$ cat src/rtl/seg7_priority_decoder.sv
// Recovers the 3-bit index and one-hot line from an active-low 7-segment pattern.
// Patterns are glitch-filtered and delivered once per stable pattern over valid/ready.
module seg7_priority_decoder #(
    parameter int unsigned STABLE_CYCLES = 4
) (
    input  logic       clk,
    input  logic       rst,
    input  logic [6:0] seg_in,
    input  logic       out_ready,
    output logic       out_valid,
    output logic [2:0] out_code,
    output logic [7:0] out_onehot,
    output logic       err_illegal,
    output logic [7:0] err_count
);

    localparam logic [7:0] STABLE_MAX = 8'(STABLE_CYCLES);
    localparam logic [6:0] SEG_BLANK  = 7'b1111111;

    typedef enum logic {
        IDLE    = 1'b0,
        PRESENT = 1'b1
    } state_t;

    // Returns {legal, code}; bits are a..g from MSB to LSB, active-low.
    function automatic logic [3:0] decode_seg(input logic [6:0] seg);
        logic [3:0] res;
        case (seg)
            7'b0000001: res = {1'b1, 3'd0};
            7'b1001111: res = {1'b1, 3'd1};
            7'b0010010: res = {1'b1, 3'd2};
            7'b0000110: res = {1'b1, 3'd3};
            7'b1001100: res = {1'b1, 3'd4};
            7'b0100100: res = {1'b1, 3'd5};
            7'b0100000: res = {1'b1, 3'd6};
            7'b0001111: res = {1'b1, 3'd7};
            default:    res = {1'b0, 3'd0};
        endcase
        return res;
    endfunction

    logic [6:0] seg_q_r;
    logic [7:0] run_r;
    state_t     state_r;
    logic       out_valid_r;
    logic [2:0] out_code_r;
    logic [7:0] out_onehot_r;
    logic       err_illegal_r;
    logic [7:0] err_count_r;

    logic [7:0] run_next_s;
    logic       qualify_s;
    logic [3:0] dec_s;
    logic       legal_q_s;
    logic       illegal_q_s;

    // Run-length of the sampled pattern and the single-shot qualify strobe.
    always_comb begin
        run_next_s  = STABLE_MAX;
        qualify_s   = 1'b0;
        dec_s       = decode_seg(seg_q_r);
        legal_q_s   = 1'b0;
        illegal_q_s = 1'b0;
        if (seg_in != seg_q_r) begin
            run_next_s = 8'd1;
        end else if (run_r < STABLE_MAX) begin
            run_next_s = run_r + 8'd1;
        end else begin
            run_next_s = STABLE_MAX;
        end
        qualify_s = (run_next_s == STABLE_MAX) && (run_r != STABLE_MAX);
        if (qualify_s) begin
            legal_q_s   = dec_s[3];
            illegal_q_s = !dec_s[3] && (seg_q_r != SEG_BLANK);
        end else begin
            legal_q_s   = 1'b0;
            illegal_q_s = 1'b0;
        end
    end

    // Input register and run counter; blank counts as already qualified out of reset.
    always_ff @(posedge clk or posedge rst) begin
        if (rst) begin
            seg_q_r <= SEG_BLANK;
            run_r   <= STABLE_MAX;
        end else begin
            seg_q_r <= seg_in;
            run_r   <= run_next_s;
        end
    end

    // Delivery FSM with registered handshake outputs and illegal-pattern accounting.
    always_ff @(posedge clk or posedge rst) begin
        if (rst) begin
            state_r       <= IDLE;
            out_valid_r   <= 1'b0;
            out_code_r    <= 3'd0;
            out_onehot_r  <= 8'd0;
            err_illegal_r <= 1'b0;
            err_count_r   <= 8'd0;
        end else begin
            err_illegal_r <= illegal_q_s;
            if (illegal_q_s && (err_count_r != 8'd255)) begin
                err_count_r <= err_count_r + 8'd1;
            end
            case (state_r)
                IDLE: begin
                    if (legal_q_s) begin
                        state_r      <= PRESENT;
                        out_valid_r  <= 1'b1;
                        out_code_r   <= dec_s[2:0];
                        out_onehot_r <= 8'd1 << dec_s[2:0];
                    end
                end
                PRESENT: begin
                    // A legal digit arriving while blocked is dropped; on acceptance it reloads.
                    if (out_ready) begin
                        if (legal_q_s) begin
                            out_code_r   <= dec_s[2:0];
                            out_onehot_r <= 8'd1 << dec_s[2:0];
                        end else begin
                            state_r      <= IDLE;
                            out_valid_r  <= 1'b0;
                            out_onehot_r <= 8'd0;
                        end
                    end
                end
                default: begin
                    state_r      <= IDLE;
                    out_valid_r  <= 1'b0;
                    out_onehot_r <= 8'd0;
                end
            endcase
        end
    end

    assign out_valid   = out_valid_r;
    assign out_code    = out_code_r;
    assign out_onehot  = out_onehot_r;
    assign err_illegal = err_illegal_r;
    assign err_count   = err_count_r;

endmodule

$ cat config.mk
export PLATFORM = sky130hd
export DESIGN_NAME = seg7_priority_decoder
export DESIGN_NICKNAME = d
export VERILOG_FILES = /design/src/rtl/seg7_priority_decoder.sv
export SDC_FILE = /design/constraint.sdc
export NUM_CORES = 1
export LEC_CHECK = 0
export BUFFER_PORTS_ARGS = -buffer_cell sky130_fd_sc_hd__buf_4
export CAP_MARGIN = 20
export CORE_UTILIZATION = 40
export DETAILED_ROUTE_END_ITERATION = 10
export GPL_ROUTABILITY_DRIVEN = 0
export PLACE_DENSITY = 0.66
export REMOVE_ABC_BUFFERS = 1
export SLEW_MARGIN = 20
export SYNTH_ARGS = -nofsm -noshare
export SYNTH_HDL_FRONTEND = slang
export SYNTH_SLANG_ARGS = --single-unit
$ cat constraint.sdc
create_clock -name clk -period 3.6 [get_ports clk]
set_clock_uncertainty 0.2 [all_clocks]
set_input_delay 0.18 -clock clk [delete_from_list [all_inputs] [get_ports clk]]
set_output_delay 0.18 -clock clk [all_outputs]
set_load 0.03 [all_outputs]
==> summary.txt <==
STA
  – Fmax: 0.3602 GHz
  – Endpoints failing hold: 0
  – Sum Neg Setup Slack: 0 ps
  – Post-route minimum period: 2776 ps
  – Slew Limit Fails: 0
  – RSZ-0062 raised after global routing: no
  – Endpoints failing setup: 0
  – Period utilisation layout: 77.11%
  – Worst-Margin Slew: 586.6 ps
  – Normalized max-slew margin: 60.48%
  – Worst Hold Slack: 2.219 ps

Setup path
  – Data arrival, critical path: 2740 ps
  – Crit Path Class: flip-flop to flip-flop
  – Critical path's slowest cell: dfstp_2
  – Critical Path RT: 3570 ps
  – CP endpoint kind: flip-flop
  – Setup crit start kind: flip-flop
  – Crit-path leading delay family: compound AO/OA/AOI/OAI gates
  – CP bufs+invs: 0
  – Max incr delay on CP: 640 ps
  – Cells along the critical path: and3b_1 > o21ai_0 > o21ai_0 > o31a_2 > nand2_2 > mux2_2
  – Crit-path most repeated cell: o21ai_0
  – CP Max Fanout: 10

Logic synthesis
  – FF+latch count, synth: 37
  – Leading area contributor after synthesis: dfrtp_1
  – Post-Syn Area: 0.001805 sq mm
  – Post-synthesis sequential area ratio: 51.84%
  – Top-area cell type share of the netlist area: 40.19%
  – Async S/R FF share, synth: 100.0%
  – Distinct cells, synth: 46
  – Main synth FF type: dfrtp_1
  – Syn. warnings: 0
  – Top cells by area, synth: dfrtp_1 (40%), dfstp_2 (12%), xnor2_1 (5.3%)
  – Post-synth EDFFs: 0
  – Count leader, synth: dfrtp_1
  – Post-Syn Instances: 161
  – Mapped Avg Cell Area: 11.21 sq um
  – Top post-synthesis cells by count: dfrtp_1 (29), nand3_1 (11), xnor2_1 (11)

Global route
  – Met3 GRT Util: 4.360%
  – Total global routing overflow: 0
  – Largest net degree at the start of global routing: 38
  – Met2 usage: 26.54%
  – Top Usage Layer GRT: met2
  – Routing usage on met1: 19.26%
  – Initial antenna violation count: 0
  – GR Util All Layers: 15.84%
  – Vias in the first global route: 1388
  – First-pass GRT wire length: 6.099 mm

Route
  – Wire per inst: 13.82 um
  – Via count: 1365
  – Via-to-Cell Ratio: 5.311
  – DRT Pass-1 Iters: 4
  – Remaining DRCs: 0
  – Initial DRC count: 121
  – Routed wire length: 3.553 mm
  – Final ANT Viol Nets: 0

Finish
  – Layout cells sized above 1: 28.78%
  – Area delta synth->final: 23.98%
  – Register area: 935.9 sq um
  – Ant. Diodes: 0
  – Fin cells: 257
  – Nets: 217
  – Area occupied by multi-input gates: 793.3 sq um
  – FILL cells: 395

Clock network
  – Clock buffer depth: 2
  – H-tree depth: 2
  – CTS tree: done
  – Sink Count: 37
  – Num CTS Buffers: 5
  – Clk Tree Root Cell: clkbuf_8
  – Clk_lat worst skew: 280 ps
  – Clock-pin slew on the worst setup and hold paths: 70 ps

Place
  – Port Buffers: 30
  – HPWL Detailed: 2.548 mm
  – Cells after DPL: 241

Floorplan
  – Core area: 0.004354 sq mm
  – Die Width: 69.19 um
  – Num rows: 24
  – Die height: 69.19 um
  – Starting Density: 41.47%
  – Die footprint: 0.004787 sq mm
  – I/O Pins: 31

Job
  – Max cap viols: 0

Pwr
  – Worst vdd ir: 0.1885 mV
  – Pwr dens: 384.9 mW/mm^2
  – Leak pwr: 1.013 nW

Status
  – Status: finished clean

Min path
  – Hold Crit Class: primary input to flip-flop
==> where the power goes <==
part	switching (mW)	internal [mW]
clock network	0.142	0.173
registers	0.0228	0.434
logic	0.0471	0.0420
==> worst paths after layout <==
check                             start            end  slack [ps]  depth (start not counted)
setup reg to reg             seg_q_r[5]    out_code[0]         820                          6
hold reg to reg            err_count[4]   err_count[4]         300                          1
max in group asynchronous           rst       run_r[2]        2490                          4
hold / removal                out_ready  out_onehot[7]           2                          3
setup / recovery             seg_q_r[5]    out_code[0]         820                          6
min in group asynchronous           rst   err_count[4]         360                          4
==> metrics by stage <==
stage / setup WS (ps) / cell area (sq um) / total power [mW] / utilization (%)
global placement: 878.2 / 2057 / 0.5435 / 47.24
detailed placement: 847.5 / 2057 / 0.5464 / 47.24
floorplan: 1042 / 1759 / 0.5102 / -
finish: 824.1 / 2238 / 0.8616 / 51.41
CTS: 832.0 / 2238 / 0.8684 / 51.41
global route: 642.4 / 2238 / 0.9006 / 51.41
==> logic make-up (layout without fill, tap and decap cells) <==
group,after synthesis,count (layout),share of synthesized area [%]
mux,6,6,3.811
buf+inv,15,55,5.058
simple gates,62,62,20.24
fa+ha+maj,3,3,2.079
flops,37,37,51.84
xor+xnor,13,13,6.306
other cells,1,5,0.2077
compound gates,24,24,10.46
==> area by class of cell <==
class	instances	area share [%]
Clock buffer	7	4.304
Clock inverter	1	0.2236
Inverter	8	1.342
Multi-Input combinational cell	113	35.44
Sequential cell	37	41.81
Tap cell	52	2.907
Timing Repair Buffer	39	13.97
==> flip-flops by register name, summed over array words and instances (netlist names) <==
name         flops
err_count        8
out_onehot       8
run_r            8
seg_q_r          7
out_code         3
err_illegal      1
out_valid        1
state_r          1
==> repair_timing <==
item | in CTS | in global routing
hold endpoints to repair | 36 | 0
setup endpoints to repair | 0 | 0
hold buffers | 8 | 0
buffers inserted | 0 | 0
gates resized for setup | 0 | 0
==> cell usage in the layout (no fill, tap or decap), drive strengths merged, types with 4 or more instances in the layout <==
| cell | synthesis | layout |
|---|---|---|
| dfstp | 8 | 8 |
| dfrtp | 29 | 29 |
| dlygate4sd3 | 0 | 8 |
| xnor2 | 11 | 11 |
| nand3 | 11 | 11 |
| o2bb2ai | 5 | 5 |
| inv | 8 | 8 |
| mux2 | 4 | 4 |
| nand4 | 4 | 4 |
| nor2 | 9 | 9 |
| clkbuf | 0 | 7 |
| conb | 1 | 5 |
| o21ai | 7 | 7 |
| nand2 | 7 | 7 |
| a21oi | 4 | 4 |
| buf | 7 | 31 |
==> tightest hold or removal path: stages <==
cell and delay [ps]:
buf_4 100, a32oi_1 80, o21ai_0 80
==> routing by layer <==
metal | routed length [um] | share of wire, %
met1 | 1599 | 45
met2 | 1706 | 48
met3 | 195 | 5.5
met4 | 51 | 1.4
met5 | 0 | 0
(Power assumes the default switching activity.)
